===== config.mk =====
export PLATFORM = sky130hd
export DESIGN_NAME = armaria_io_hub
export DESIGN_NICKNAME = d
export VERILOG_FILES = /design/src/rtl/armaria_io_hub_pkg.sv /design/src/rtl/armaria_io_hub_rise_detect.sv /design/src/rtl/armaria_io_hub.sv
export SDC_FILE = /design/constraint.sdc
export NUM_CORES = 1
export LEC_CHECK = 0
export BUFFER_PORTS_ARGS = -buffer_cell sky130_fd_sc_hd__buf_4
export CAP_MARGIN = 20
export CORE_UTILIZATION = 45
export DETAILED_ROUTE_END_ITERATION = 10
export PLACE_DENSITY = 0.8
export RECOVER_POWER = 50
export SKIP_LAST_GASP = 1
export SYNTH_ARGS = -nofsm -noshare
export SYNTH_HDL_FRONTEND = slang
export SYNTH_HIERARCHICAL = 1
export SYNTH_SLANG_ARGS = --single-unit

===== constraint.sdc =====
create_clock -name slow_clock -period 2 [get_ports slow_clock]
set_input_delay 0.3 -clock slow_clock [delete_from_list [all_inputs] [get_ports slow_clock]]
set_output_delay 0.3 -clock slow_clock [all_outputs]
set_load 0.05 [all_outputs]

===== src/rtl/armaria_io_hub_pkg.sv =====
// Shared definitions for the ARMAria I/O hub: FSM state encodings and
// the channel-select width helper.
package armaria_io_hub_pkg;

    typedef logic [1:0] io_state_t;

    localparam logic [1:0] ST_IDLE      = 2'd0;
    localparam logic [1:0] ST_WAIT_IN   = 2'd1;
    localparam logic [1:0] ST_WAIT_CONT = 2'd2;
    localparam logic [1:0] ST_DONE      = 2'd3;

    // Channel select is never narrower than one bit, even for a single channel.
    function automatic int ch_width(input int channels);
        return (channels <= 2) ? 1 : $clog2(channels);
    endfunction

endpackage


===== src/rtl/armaria_io_hub_rise_detect.sv =====
// Per-bit rising-edge detector: compares each level with its value one
// clock earlier, so a level that is already high never reports an edge.
module armaria_rise_detect #(
    parameter int WIDTH = 1
) (
    input  logic             clk,
    input  logic             srst,
    input  logic [WIDTH-1:0] level,
    output logic [WIDTH-1:0] rise
);

    logic [WIDTH-1:0] prev_reg;

    always_ff @(posedge clk) begin
        if (srst) begin
            prev_reg <= '0;
        end else begin
            prev_reg <= level;
        end
    end

    assign rise = level & ~prev_reg;

endmodule


===== src/rtl/armaria_io_hub.sv =====
// Multi-channel I/O handshake unit: stalls the core via 'enable' while an
// input or output transaction on one of CHANNELS ports is in progress.
module armaria_io_hub
    import armaria_io_hub_pkg::*;
#(
    parameter int WORD_SIZE      = 32,
    parameter int IO_WIDTH       = 16,
    parameter int CHANNELS       = 4,
    parameter int FLAG_COUNT     = 5,
    parameter int HOLD_ON_OUTPUT = 0,
    localparam int CH_W          = ch_width(CHANNELS)
) (
    input  logic                         slow_clock,
    input  logic                         reset,
    input  logic                         is_input,
    input  logic                         is_output,
    input  logic [CH_W-1:0]              channel,
    input  logic [WORD_SIZE-1:0]         out_data,
    input  logic [CHANNELS*IO_WIDTH-1:0] in_bus,
    input  logic [CHANNELS-1:0]          in_valid,
    input  logic                         continue_in,
    input  logic                         os_request,
    input  logic [3:0]                   flags,
    input  logic                         is_os,
    output logic                         enable,
    output logic [WORD_SIZE-1:0]         in_word,
    output logic [CHANNELS*IO_WIDTH-1:0] out_bus,
    output logic [CHANNELS-1:0]          out_strobe,
    output logic [FLAG_COUNT-1:0]        gled,
    output logic                         irq_pending,
    output logic                         io_error
);

    io_state_t                   state_reg, state_next;
    logic [CH_W-1:0]             ch_q_reg, ch_q_next;
    logic [WORD_SIZE-1:0]        in_word_reg;
    logic [CHANNELS*IO_WIDTH-1:0] out_bus_reg;
    logic [CHANNELS-1:0]         out_strobe_reg;
    logic [FLAG_COUNT-1:0]       gled_reg;
    logic                        irq_pending_reg, irq_pending_next;
    logic                        io_error_reg;

    logic [CHANNELS-1:0]         valid_rise;
    logic                        cont_rise;
    logic                        os_rise;

    armaria_rise_detect #(.WIDTH(CHANNELS)) u_valid_rise (
        .clk   (slow_clock),
        .srst  (reset),
        .level (in_valid),
        .rise  (valid_rise)
    );

    armaria_rise_detect #(.WIDTH(1)) u_cont_rise (
        .clk   (slow_clock),
        .srst  (reset),
        .level (continue_in),
        .rise  (cont_rise)
    );

    armaria_rise_detect #(.WIDTH(1)) u_os_rise (
        .clk   (slow_clock),
        .srst  (reset),
        .level (os_request),
        .rise  (os_rise)
    );

    logic [IO_WIDTH-1:0] in_slice [CHANNELS];
    logic [CHANNELS-1:0] channel_hit;
    logic [CHANNELS-1:0] out_write;
    logic                write_out;

    // Decoding by equality keeps out-of-range selects harmless for any CHANNELS.
    generate
        for (genvar gi = 0; gi < CHANNELS; gi++) begin : g_chan
            assign in_slice[gi]    = in_bus[gi*IO_WIDTH +: IO_WIDTH];
            assign channel_hit[gi] = (channel == CH_W'(gi));
            assign out_write[gi]   = write_out & channel_hit[gi];
        end
        if (WORD_SIZE > IO_WIDTH) begin : g_unused_hi
            logic unused_out_hi;
            assign unused_out_hi = ^out_data[WORD_SIZE-1:IO_WIDTH];
        end
    endgenerate

    logic [IO_WIDTH-1:0] sel_slice;
    logic                sel_rise;

    always_comb begin
        sel_slice = '0;
        sel_rise  = 1'b0;
        for (int k = 0; k < CHANNELS; k++) begin
            if (ch_q_reg == CH_W'(k)) begin
                sel_slice = in_slice[k];
                sel_rise  = valid_rise[k];
            end
        end
    end

    logic req;
    logic req_both;
    logic chan_ok;
    logic irq_rise;
    logic capture;
    logic flag_error;

    assign req      = is_input ^ is_output;
    assign req_both = is_input & is_output;
    assign chan_ok  = |channel_hit;

    // A new OS request wins over a same-cycle clear by is_os.
    assign irq_pending_next = os_rise | (irq_pending_reg & ~is_os);
    assign irq_rise         = irq_pending_next & ~irq_pending_reg;

    always_comb begin
        state_next = state_reg;
        ch_q_next  = ch_q_reg;
        capture    = 1'b0;
        write_out  = 1'b0;
        flag_error = 1'b0;
        case (state_reg)
            ST_IDLE: begin
                if (req_both) begin
                    flag_error = 1'b1;
                    state_next = ST_DONE;
                end else if (req) begin
                    if (!chan_ok) begin
                        flag_error = 1'b1;
                        state_next = ST_DONE;
                    end else if (is_input) begin
                        ch_q_next  = channel;
                        state_next = ST_WAIT_IN;
                    end else begin
                        write_out  = 1'b1;
                        state_next = (HOLD_ON_OUTPUT != 0) ? ST_WAIT_CONT : ST_DONE;
                    end
                end
            end
            ST_WAIT_IN: begin
                // An OS request aborts the wait without capturing anything.
                if (irq_rise) begin
                    state_next = ST_DONE;
                end else if (sel_rise) begin
                    capture    = 1'b1;
                    state_next = ST_DONE;
                end
            end
            ST_WAIT_CONT: begin
                if (irq_rise || cont_rise) begin
                    state_next = ST_DONE;
                end
            end
            ST_DONE: begin
                state_next = ST_IDLE;
            end
            default: begin
                state_next = ST_IDLE;
            end
        endcase
    end

    always_ff @(posedge slow_clock) begin
        if (reset) begin
            state_reg       <= ST_IDLE;
            ch_q_reg        <= '0;
            in_word_reg     <= '0;
            gled_reg        <= '0;
            irq_pending_reg <= 1'b0;
            io_error_reg    <= 1'b0;
        end else begin
            state_reg       <= state_next;
            ch_q_reg        <= ch_q_next;
            irq_pending_reg <= irq_pending_next;
            gled_reg        <= FLAG_COUNT'({is_os, flags});
            if (capture) begin
                in_word_reg <= WORD_SIZE'(sel_slice);
            end
            if (flag_error) begin
                io_error_reg <= 1'b1;
            end
        end
    end

    always_ff @(posedge slow_clock) begin
        if (reset) begin
            out_bus_reg    <= '0;
            out_strobe_reg <= '0;
        end else begin
            out_strobe_reg <= out_write;
            for (int k = 0; k < CHANNELS; k++) begin
                if (out_write[k]) begin
                    out_bus_reg[k*IO_WIDTH +: IO_WIDTH] <= out_data[IO_WIDTH-1:0];
                end
            end
        end
    end

    // Mealy release: the core may run through idle cycles with no request.
    assign enable      = !reset && (((state_reg == ST_IDLE) && !req) || (state_reg == ST_DONE));
    assign in_word     = in_word_reg;
    assign out_bus     = out_bus_reg;
    assign out_strobe  = out_strobe_reg;
    assign gled        = gled_reg;
    assign irq_pending = irq_pending_reg;
    assign io_error    = io_error_reg;

endmodule

-- Word-level counts from Yosys, hierarchy flattened
Cells that the tools add are included.
- register bits after elaboration: 101
- output and inout bits: 108
- word-level logic and storage cells: 84
- eq/ne operators: 12
- multiplexer cells: 28
- bitwise operators: 18
- reduce and logical (&&, ||, !) cells: 12
- operator list (kind ; number):
    $mux 16 ; 4
    $mux 1 ; 16
    $mux 2 ; 7
    $eq 2x2->1 const B ; 6
    $and 1x1->1 ; 9
    $pmux 2 s4 ; 1
    $eq 2x1->1 const B ; 3
    $logic_not 2->1 ; 3
    $ne 3x3->1 const B ; 2
    $not 1->1 ; 5
    $reduce_and 5->1 ; 1
    $and 4x4->4 ; 1
    $not 4->4 ; 1
    $reduce_or 4->1 ; 1
    $reduce_and 3->1 ; 1
    $logic_and 1x1->1 ; 2
    $logic_not 1->1 ; 2
    $logic_or 1x1->1 ; 2
    $ne 2x2->1 const B ; 1
    $or 1x1->1 ; 1
    $xor 1x1->1 ; 1

-- Logic depth before layout (Yosys ltp)
Gate-level depths: netlist of run 1.
- depth after elaboration: 9
- depth in mapped cells: 8
- mapped depth without buffers: 6

-- Cells and area by module
The synthesis of run 1 kept the hierarchy.
- modules (own cells, without submodules) (module ; times used ; cells an instance ; area each (µm²) ; seq. area each (µm²)):
    armaria_io_hub ; 1 ; 403 ; 4051.4 ; 1901.8
    armaria_rise_detect at u_valid_rise ; 1 ; 12 ; 140.1 ; 80.1
    armaria_rise_detect at u_cont_rise ... ; 2 ; 3 ; 47.5 ; 20.0

-- Worst setup path before layout of run 1
Ideal clock, no wire load.
- kind: input port to output port
- from: in reset
- to: out enable
- data arrival time: 1.537 ns
- setup slack: 0.163 ns
- stages on the path: 4
- buffers on the path: 3
- cell sequence: clkbuf_1 -> clkbuf_1 -> buf_1 -> nor2_1
- word-level cells in the longest chain between the ends: 2
- ends and longest elaborated chain (what ; RTL line ; text):
    start: declaration ; armaria_io_hub.sv:14 ; input logic reset,
    $logic_not 1->1 ; armaria_io_hub.sv:199 ; assign enable = !reset && (((state_reg == ST_IDLE) && !req) || (state_reg == ST_DONE));
    $logic_and 1x1->1 ; armaria_io_hub.sv:199 ;
    end: declaration ; armaria_io_hub.sv:25 ; output logic enable,
Every way passes these cells.

-- Worst setup path after layout of run 1
- from: reg state_reg[0]
- to: reg out_bus_reg[8] (netlist: out_bus[8])
- word-level cells in the longest chain between the ends: 3
- ends and longest elaborated chain (what ; RTL line ; text):
    start: declaration ; armaria_io_hub.sv:34 ; io_state_t state_reg, state_next;
    start signal: assignment ; armaria_io_hub.sv:171 ; state_reg <= state_next;
    $logic_not 2->1 ; armaria_io_hub.sv:121 ; case (state_reg)
    $mux 1 ; armaria_io_hub.sv:121 ;
    $and 1x1->1 ; armaria_io_hub.sv:78 ; assign out_write[gi] = write_out & channel_hit[gi];
    end signal: indexed assignment ; armaria_io_hub.sv:192 ; out_bus_reg[k*IO_WIDTH +: IO_WIDTH] <= out_data[IO_WIDTH-1:0];
    end: declaration ; armaria_io_hub.sv:37 ; logic [CHANNELS*IO_WIDTH-1:0] out_bus_reg;
Every way passes these cells.
A chain may end at the register's enable or synchronous reset.

==> metrics.md, run 1 <==
| Metric | Value |
|---|---|
| Outcome | complete, no violations |
| Clk slew on worst S/H paths | 0.10 ns |
| Post-DP HPWL | 7.99 mm |
| Combinational Power Share | 0.245 |
| Max_slew headroom | 0.0678 |
| Worst EP required | 2.21 ns |
| Total number of vias | 3,570 |
| Overall Power | 0.00469 W |
| Die width | 99.6 µm |
| Post-synthesis async set-or-reset flop share | 0 |
| CTS tree | done |
| Met2 WL post-DR | 5.62 mm |
| Setup TNS | 0 ns |
| CP max FO | 17 |
| Die height | 99.6 µm |
| Fillers | 830 |
| Highest Clock Rate | 538 MHz |
| Overall Global Routing Usage | 0.210 |
| Hold slack | 0.154 ns |
| Worst slew pin tran | 1.40 ns |
| Worst flop-to-flop path startpoint | state_reg[0] |
| Fin worst setup slack | 0.141 ns |
| Most frequent cells in the layout | 110 x buf_4, 101 x dfxtp_1, 86 x clkbuf_1 |
| Wirelength per Cell | 14.2 µm |
| Ratio of cells with drive above 1 in the final layout | 0.287 |
| First-pass GRT wire length | 16.4 mm |
| Period utilization | 0.929 |
| Worst skew pair latency | 0.35 ns |
| Final min period | 1.86 ns |
| Arr. time, crit path | 2.07 ns |
| Max_cap viols | 0 |
| Core area | 9240 µm² |
| Leak | 2.47 nW |
| Worst Skew | 0.0104 ns |
| Clock buffer depth | 2 |
| WL final | 10.4 mm |
| Pwr Density | 831 nW/µm² |
| CP Capture Type | flop |
| R2R cell count | 7 |
| DR vias/cell | 4.86 |
| Post-synthesis sequential area ratio | 0.472 |
| Final hold viol count | 0 |
| Clock sink count | 101 |
| Buffers on Ports | 188 |
| M1 WL | 4.13 mm |
| Startpoint Class | flop |
| Yosys cell types | 34 |
| DRT antenna net count | 0 |
| Slew Viols, Final | 0 |
| Clock share of power | 0.293 |
| Post-synth EDFFs | 0 |
| RSZ-0062 raised after global routing | no |
| DR DRC count | 0 |
| ANT cells | 0 |
| WHS Path Cells | 2 |
| Ys flop type | dfxtp_1 |
| Area Growth Syn to Fin | 31.8% |
| Ports | 221 |
| H-tree depth | 3 |
| Die ar. | 9920 µm² |
| Hold Path Class | input pin to flop |
| Synth Register Bits | 101 |
| Number of flip-flops in the largest register | 64 |
| Initial Utilization | 0.464 |
| Sequential Power Share | 0.462 |
| Most common cell after layout, fill and taps aside | buf_4 |
| Syn. warnings | 6 |
| Vias in the first global route | 3,562 |
| Antenna violations before repair | 0 |
| Met3 wire length | 530 µm |
| Pin count of the biggest net entering global routing | 36 |
| Row count | 35 |
| Synth Cell Area | 4290 µm² |
| GRT overflow | 0 |
| Sw Ratio | 0.312 |
| Drt pass-1 iters | 5 |
| Placement Setup Slack | -0.00874 ns |
| CTS root buf | clkbuf_8 |
| Critical path origin | state_reg[0] |
| Peak supply drop | 0.000442 V |
| Initial DRC Count | 48 |
| Syn_area_per_cell | 10.2 µm² |
| Post-Route Utilization | 0.611 |
| Setup Viol. Count Final | 0 |
| Cts bufs inserted | 9 |
| R2r endpoint | out_bus[8] |
| Placer Congestion | 0.798 |
| WS Path Type | flop to flop |
| R2R setup slack | 0.14 ns |
| Critical path destination | out_bus[8] |
| Post-Syn Instances | 421 |
| Nets | 723 |
| P_sw | 0.00146 W |
| Internal | 0.00323 W |
| Max Used Layer | met4 |
layer usage:
metal,up-vias,global-route usage
met1,1688,0.237
met4,0,0.0701
met2,135,0.400
met3,12,0.0337
met5,-,0
li1,1735,-
metrics by stage:
step / area, µm² / std cells
detailed placement: 5750 / 720
global route: 5650 / 735
floorplan: 4340 / 436
CTS: 5960 / 735
finish: 5650 / 735
global placement: 5750 / 720
worst max-delay path, cell delays in order (launching register included):
cell	delay [ns]
dfxtp_1	0.34
inv_1	0.14
ha_2	0.24
and4bb_1	0.28
nor3b_4	0.25
buf_12	0.20
mux2i_1	0.21
nor2_1	0.05
logic make-up (layout without fill, tap and decap cells):
group                      after synthesis  in the layout  synth area share
DFF                                    101            101             0.472
adders and majority gates                8              8            0.0234
and+or+nand+nor                        152            152             0.167
other                                    1             16          0.000875
buffers and inverters                   51            221            0.0706
muxes                                   68             68             0.210
AOI/OAI and AO/OA                       40             40            0.0572
synthesized netlist by cell type, drive strengths merged (2+ instances only):
master | count | area share
nand3 | 3 | 0.0047
nor2 | 60 | 0.053
and3 | 2 | 0.0029
clkbuf | 12 | 0.011
nand2 | 65 | 0.063
mux2i | 50 | 0.12
a21oi | 35 | 0.048
nor2b | 17 | 0.034
mux4 | 17 | 0.090
buf | 31 | 0.053
dfxtp | 101 | 0.47
inv | 8 | 0.0070
nand3b | 2 | 0.0035
ha | 8 | 0.023
final cells by class:
class | instances | area [µm²] | share of cell area
clock buffers | 10 | 128 | 0.0226
clock inverters | 5 | 85.1 | 0.0151
inverters | 8 | 30.0 | 0.00532
multi-input cells | 284 | 2030 | 0.360
flip-flops and latches | 101 | 2020 | 0.358
well taps | 129 | 161 | 0.0286
repair buffers | 198 | 1190 | 0.211
worst min path at each step:
stage	startpoint	to
finish	flags[3]	gled[3]
global route	flags[3]	gled[3]
CTS	flags[2]	gled[2]
detailed placement	in_word[8]	in_word[8]
global placement	in_word[8]	in_word[8]
floorplan	reset	u_cont_rise/prev_reg
power by group through the flow:
stage | Clock, W | Sequential, W | Combinational (W)
6_report | 0.00138 | 0.00217 | 0.00115
5_1_grt | 0.00150 | 0.00218 | 0.00123
4_1_cts | 0.00142 | 0.00217 | 0.00120
3_5_place_dp | 0 | 0.00222 | 0.00120
3_3_place_gp | 0 | 0.00221 | 0.00117
2_1_floorplan | 0 | 0.00246 | 0.000598
timing repair:
item | 4_1_cts | 5_1_grt
buffers inserted | 0 | 0
gates resized for setup | 0 | 3
setup endpoints to repair | 0 | 24
hold buffers | 0 | 0
Power figures use the tool's default switching activity.
==> run 2, diff against run 1 <==
- GPL_ROUTABILITY_DRIVEN: not set -> 0
- RECOVER_POWER: 50 -> 25
==> run 2 against run 1 <==
Effect of this change:
- power up 0.68%
- combinational power is essentially flat
- core utilization rose by 1.9 points
- via count grew 0.59%
- routed wire length increased by 0.17%
- sequential power barely moved
- clock power hardly changed
- clock skew hardly changed
- fmax about the same
==> metrics.md, run 2 (synthesis gave the netlist of run 1 again) <==
| Metric | Value |
|---|---|
| CP Capture Type | flop (unchanged) |
| Setup Viol. Count Final | 0 (unchanged) |
| First-pass GRT wire length | 16.4 mm (unchanged) |
| Ratio of cells with drive above 1 in the final layout | 0.366 (was 0.287) |
| Pwr Density | 811 nW/µm² (was 831 nW/µm²) |
| Final min period | 1.86 ns (about the same) |
| Most common cell after layout, fill and taps aside | buf_4 (unchanged) |
| Max_cap viols | 0 (unchanged) |
| GRT overflow | 0 (unchanged) |
| Fillers | 768 (was 830) |
| R2R setup slack | 0.14 ns (about the same) |
| Hold Path Class | input pin to flop (unchanged) |
| Worst-case hold path end point | gled[3] (unchanged) |
| Worst Skew | 0.0101 ns (was 0.0104 ns) |
| WHS Path Cells | 2 (unchanged) |
| Worst path bufs/invs | 2 (unchanged) |
| Post-DP HPWL | 7.99 mm (unchanged) |
| R2r endpoint | out_bus[8] (unchanged) |
| Most frequent cells in the layout | 158 x buf_4, 101 x dfxtp_1, 60 x nor2_1 (was 110 x buf_4, 101 x dfxtp_1, 86 x clkbuf_1) |
| Area Growth Syn to Fin | 36.0% (was 31.8%) |
| Nets | 723 (unchanged) |
| Worst EP required | 2.21 ns (about the same) |
| Drt pass-1 iters | 5 (unchanged) |
| Crit path max-delay family | simple AND/OR/NAND/NOR gates (unchanged) |
| Max_slew headroom | 0.0755 (was 0.0678) |
| Core area | 9240 µm² (unchanged) |
| Period utilization | 0.930 (was 0.929) |
| Vias in the first global route | 3,562 (unchanged) |
| Fin cells | 735 (unchanged) |
| Startpoint Class | flop (unchanged) |
| CTS tree | done (unchanged) |
| ANT cells | 0 (unchanged) |
| Worst flop-to-flop path startpoint | state_reg[0] (unchanged) |
| H-tree depth | 3 (unchanged) |
| Final hold viol count | 0 (unchanged) |
| Die width | 99.6 µm (unchanged) |
| Wirelength per Cell | 14.2 µm (about the same) |
| Clk slew on worst S/H paths | 0.10 ns (about the same) |
| Total number of vias | 3,591 (was 3,570) |
| Clock buffer depth | 2 (unchanged) |
| CP max FO | 17 (unchanged) |
| RSZ-0062 raised after global routing | no (unchanged) |
| Slowest stage delay, CP | 0.34 ns (about the same) |
| Antenna violations before repair | 0 (unchanged) |
| Hold slack | 0.155 ns (was 0.154 ns) |
| DR vias/cell | 4.89 (was 4.86) |
| Worst hold start | flags[3] (unchanged) |
| Crit-path cells | inv_1 > ha_2 > and4bb_1 > nor3b_4 > buf_12 > mux2i_1 > nor2_1 (unchanged) |
| Slew Viols, Final | 0 (unchanged) |
| Placed cells | 720 (unchanged) |
| Worst skew pair latency | 0.35 ns (about the same) |
| Cts bufs inserted | 9 (unchanged) |
| WL final | 10.4 mm (about the same) |
| DR DRC count | 0 (unchanged) |
| WS Path Type | flop to flop (unchanged) |
| Die height | 99.6 µm (unchanged) |
| Overall Global Routing Usage | 0.210 (unchanged) |
| Clock sink count | 101 (unchanged) |
| Peak supply drop | 0.000443 V (was 0.000442 V) |
| Row count | 35 (unchanged) |
| Buffers on Ports | 188 (unchanged) |
| CTS root buf | clkbuf_8 (unchanged) |
| Critical path origin | state_reg[0] (unchanged) |
| Initial Utilization | 0.464 (unchanged) |
| Initial DRC Count | 62 (was 48) |
| Setup Fix Bufs, Post-CTS | 0 (unchanged) |
| Pin count of the biggest net entering global routing | 36 (unchanged) |
| Die ar. | 9920 µm² (unchanged) |
| DRT antenna net count | 0 (unchanged) |
| Arr. time, crit path | 2.07 ns (about the same) |
| Ports | 221 (unchanged) |
| Leak | 2.67 nW (was 2.47 nW) |
| CP max-delay cell | dfxtp_1 (unchanged) |
| Number of flip-flops in the largest register | 64 (unchanged) |
| R2R cell count | 7 (unchanged) |
| Highest Clock Rate | 538 MHz (about the same) |
| Outcome | complete, no violations (unchanged) |
| Worst slew pin tran | 1.39 ns (was 1.40 ns) |
==> run 2: cell types whose count changed in the layout (fill, tap and decap cells not counted), sizes merged <==
| cell | before | now |
|---|---|---|
| buf | 112 | 160 |
| clkbuf | 96 | 48 |
==> run 2: report_power, final <==
group	switching (W)	internal, W	leakage, nW
clock network	0.000670	0.000706	0.103
logic	0.000739	0.000442	1.75
registers	0.0000579	0.00211	0.819
total	0.00147	0.00326	2.67
==> run 2: timing repair <==
action / 4_1_cts / 5_1_grt
endpoints found under the setup margin: 0 / 24
resized for setup: 0 / 3
hold buffers: 0 / 0
==> run 2: final cells by class <==
| cell class | instances | area, µm² | share of cell area |
|---|---|---|---|
| Clock buffer | 10 | 128 | 0.0219 |
| Clock inverter | 5 | 85.1 | 0.0146 |
| Inverter | 8 | 30.0 | 0.00515 |
| Multi-Input combinational cell | 284 | 2030 | 0.349 |
| Sequential cell | 101 | 2020 | 0.347 |
| Tap cell | 129 | 161 | 0.0277 |
| Timing Repair Buffer | 198 | 1370 | 0.235 |
==> run 2: worst max-delay path by stage <==
stage / end / slack [ns] / cells past startpoint
global placement: out_bus[48] / 0.07 / 7
CTS: out_bus[51] / 0.0009 / 6
detailed placement: out_bus[51] / -0.009 / 7
finish: out_bus[8] / 0.14 / 7
floorplan: enable / 0.16 / 4
global route: out_bus[5] / 0.01 / 7
==> run 2: metrics by stage <==
| step | total power [W] | utilization | setup TNS (ns) | area, µm² | setup slack (ns) |
|---|---|---|---|---|---|
| final | 0.00473 | 0.631 | 0 | 5830 | 0.141 |
| after global routing | 0.00494 | 0.631 | 0 | 5830 | 0.0112 |
| after CTS | 0.00480 | 0.645 | 0 | 5960 | 0.000944 |
| after detailed placement | 0.00342 | 0.622 | -0.00874 | 5750 | -0.00874 |
| after global placement | 0.00338 | 0.622 | 0 | 5750 | 0.0694 |
| after floorplan | 0.00306 | - | 0 | 4340 | 0.163 |
==> run 2: per-layer routing <==
layer	track usage	up-vias	share of wire
met5	0	-	0
met3	0.0337	12	0.053
met4	0.0701	0	0.012
li1	-	1734	-
met1	0.237	1701	0.40
met2	0.400	144	0.54
==> run 2: worst reg2reg max path, stage by stage, from the launching register on <==
cell and delay [ns]:
dfxtp_1 0.34, inv_1 0.14, ha_2 0.24, and4bb_1 0.28
nor3b_4 0.25, buf_12 0.20, mux2i_1 0.22, nor2_1 0.05
==> run 3, diff against run 2 <==
- SETUP_SLACK_MARGIN: not set -> 0.3
==> run 3 against run 2 <==
Effect of this change:
- sequential cell count did not move
- die area did not move
- power rose by 5.6%
- sequential power barely moved
- critical path type is now input pin to primary output
- first-iteration DRC count rose by 18%
- global-route usage rose by 0.67 points
- hold slack improved by 0.014 ns
- core utilization rose by 3.4 points
- clock skew rose by 0.0030 ns
- routed wire length rose by 7.2%
==> metrics.md, run 3 (synthesis gave the netlist of run 1 again) <==
| Metric | Value |
|---|---|
| Outcome | complete, no violations (unchanged) |
| Worst skew pair latency | 0.35 ns (about the same) |
| Slew Viols, Final | 0 (unchanged) |
| Peak supply drop | 0.000430 V (was 0.000443 V) |
| Crit path max-delay family | buffers and inverters (was simple AND/OR/NAND/NOR gates) |
| Final hold viol count | 0 (unchanged) |
| Post-route cell area | 6150 µm² (was 5830 µm²) |
| Setup TNS | 0 ns (unchanged) |
| CTS Hold Buffers Added | 0 (unchanged) |
| Overall Power | 0.00499 W (was 0.00473 W) |
| CTS root buf | clkbuf_8 (unchanged) |
| Area Growth Syn to Fin | 43.4% (was 36.0%) |
| Total number of vias | 3,641 (was 3,591) |
| Max Used Layer | met4 (unchanged) |
| Arr. time, crit path | 1.50 ns (was 2.07 ns) |
| Met2 WL post-DR | 5.88 mm (was 5.64 mm) |
| Die ar. | 9920 µm² (unchanged) |
| Vias in the first global route | 3,535 (was 3,562) |
| CTS tree | done (unchanged) |
| CP Capture Type | primary output (was flop) |
| Drt pass-1 iters | 4 (was 5) |
| Ratio of cells with drive above 1 in the final layout | 0.404 (was 0.366) |
| GRT overflow | 0 (unchanged) |
| Placement Setup Slack | 0.0834 ns (was -0.00874 ns) |
| Clk slew on worst S/H paths | 0.10 ns (about the same) |
| WS Path Type | input pin to primary output (was flop to flop) |
| Fin worst setup slack | 0.200 ns (was 0.141 ns) |
| Die width | 99.6 µm (unchanged) |
| Most common cell after layout, fill and taps aside | buf_4 (unchanged) |
| Overall Global Routing Usage | 0.217 (was 0.210) |
| Max_slew headroom | 0.180 (was 0.0755) |
| Startpoint Class | input pin (was flop) |
| Ports | 221 (unchanged) |
| Clock sink count | 101 (unchanged) |
| Slowest stage delay, CP | 0.88 ns (was 0.34 ns) |
| Buffers on Ports | 188 (unchanged) |
| Setup Viol. Count Final | 0 (unchanged) |
| Pwr Density | 812 nW/µm² (was 811 nW/µm²) |
| Post-DP Area | 5810 µm² (was 5750 µm²) |
| H-tree depth | 3 (unchanged) |
| Cts bufs inserted | 9 (unchanged) |
| Final min period | 1.80 ns (was 1.86 ns) |
| Highest Clock Rate | 555 MHz (was 538 MHz) |
| Initial Utilization | 0.464 (unchanged) |
| Post-DP HPWL | 8.03 mm (was 7.99 mm) |
| M1 WL | 4.49 mm (was 4.12 mm) |
| Critical path depth in cells | 3 (was 7) |
| DRT antenna net count | 0 (unchanged) |
| Area of the multi-input gates | 2080 µm² (was 2030 µm²) |
| First-pass GRT wire length | 16.7 mm (was 16.4 mm) |
| Worst slew pin tran | 1.23 ns (was 1.39 ns) |
| WL final | 11.2 mm (was 10.4 mm) |
| ANT cells | 0 (unchanged) |
| Antenna violations before repair | 0 (unchanged) |
| Worst EP required | 1.70 ns (was 2.21 ns) |
| Hold Path Class | input pin to flop (unchanged) |
| Met3 wire length | 557 µm (was 549 µm) |
| Worst Skew | 0.0131 ns (was 0.0101 ns) |
| Period utilization | 0.900 (was 0.930) |
| Crit-path cells | clkbuf_1 > nor2_2 > buf_4 (was inv_1 > ha_2 > and4bb_1 > nor3b_4 > buf_12 > mux2i_1 > nor2_1) |
| Pin count of the biggest net entering global routing | 51 (was 36) |
| Number of flip-flops in the largest register | 64 (unchanged) |
| Initial DRC Count | 73 (was 62) |
| R2R cell count | 9 (was 7) |
| Core area | 9240 µm² (unchanged) |
| Row count | 35 (unchanged) |
| Nets | 738 (was 723) |
| Fillers | 727 (was 768) |
| Die height | 99.6 µm (unchanged) |
| DR DRC count | 0 (unchanged) |
| Clock buffer depth | 2 (unchanged) |
| Most frequent cells in the layout | 166 x buf_4, 99 x dfxtp_1, 59 x nor2_1 (was 158 x buf_4, 101 x dfxtp_1, 60 x nor2_1) |
| CP max FO | 23 (was 17) |
| WHS Path Cells | 2 (unchanged) |
| FF/Latch Area | 2020 µm² (about the same) |
| Max_cap viols | 0 (unchanged) |
| CP max-delay cell | clkbuf_1 (was dfxtp_1) |
| Wirelength per Cell | 14.9 µm (was 14.2 µm) |
| RSZ-0062 raised after global routing | yes (was no) |
| Worst path bufs/invs | 2 (unchanged) |
| Leak | 2.80 nW (was 2.67 nW) |
| DR vias/cell | 4.85 (was 4.89) |
==> run 3: cell count changes in the layout (fill, tap and decap cells not counted), sizes merged <==
cell      delta
clkinvlp     -1
clkbuf       -1
bufinv       +1
inv          -1
buf         +16
clkinv       +1
==> run 3: timing repair <==
item / 4_1_cts / 5_1_grt
resized for setup: 6 / 9
cloned: 1 / 3
pin swaps: 1 / 5
setup endpoints to repair: 34 / 50
buffers inserted: 4 / 5
==> run 3: path summary, 6_finish.rpt <==
| check | startpoint | end | slack, ns |
|---|---|---|---|
| setup / recovery | reset | enable | 0.20 |
| hold / removal | in_valid[1] | u_valid_rise/prev_reg[1] | 0.17 |
| setup reg to reg | state_reg[0] | out_bus[29] | 0.26 |
| hold reg to reg | in_word[8] | in_word[8] | 0.46 |
==> run 3: per-layer routing <==
layer,GRT usage,up-vias
met5,0,-
met4,0.0814,0
met1,0.236,1707
li1,-,1765
met3,0.0478,21
met2,0.409,148
==> run 3: final cells by class <==
type | instances | area share
Clock inverter | 5 | 0.0163
Clock buffer | 10 | 0.0208
Multi-Input combinational cell | 284 | 0.339
Sequential cell | 101 | 0.329
Timing Repair Buffer | 213 | 0.264
Tap cell | 129 | 0.0263
Inverter | 8 | 0.00489
==> run 3: power by group <==
group / leakage, nW / total, W / switching, W / internal (W)
combinational: 1.87 / 0.00134 / 0.000788 / 0.000552
clock: 0.116 / 0.00147 / 0.000651 / 0.000822
sequential: 0.820 / 0.00218 / 0.0000620 / 0.00212
total: 2.80 / 0.00499 / 0.00150 / 0.00349
==> run 3: through the flow <==
step                      hold WS [ns]   util  cells
after global placement           0.443  0.629    722
after CTS                        0.145  0.662    742
after detailed placement         0.448  0.629    722
after floorplan                  0.364      -    436
final                            0.169  0.665    750
after global routing             0.153  0.665    750
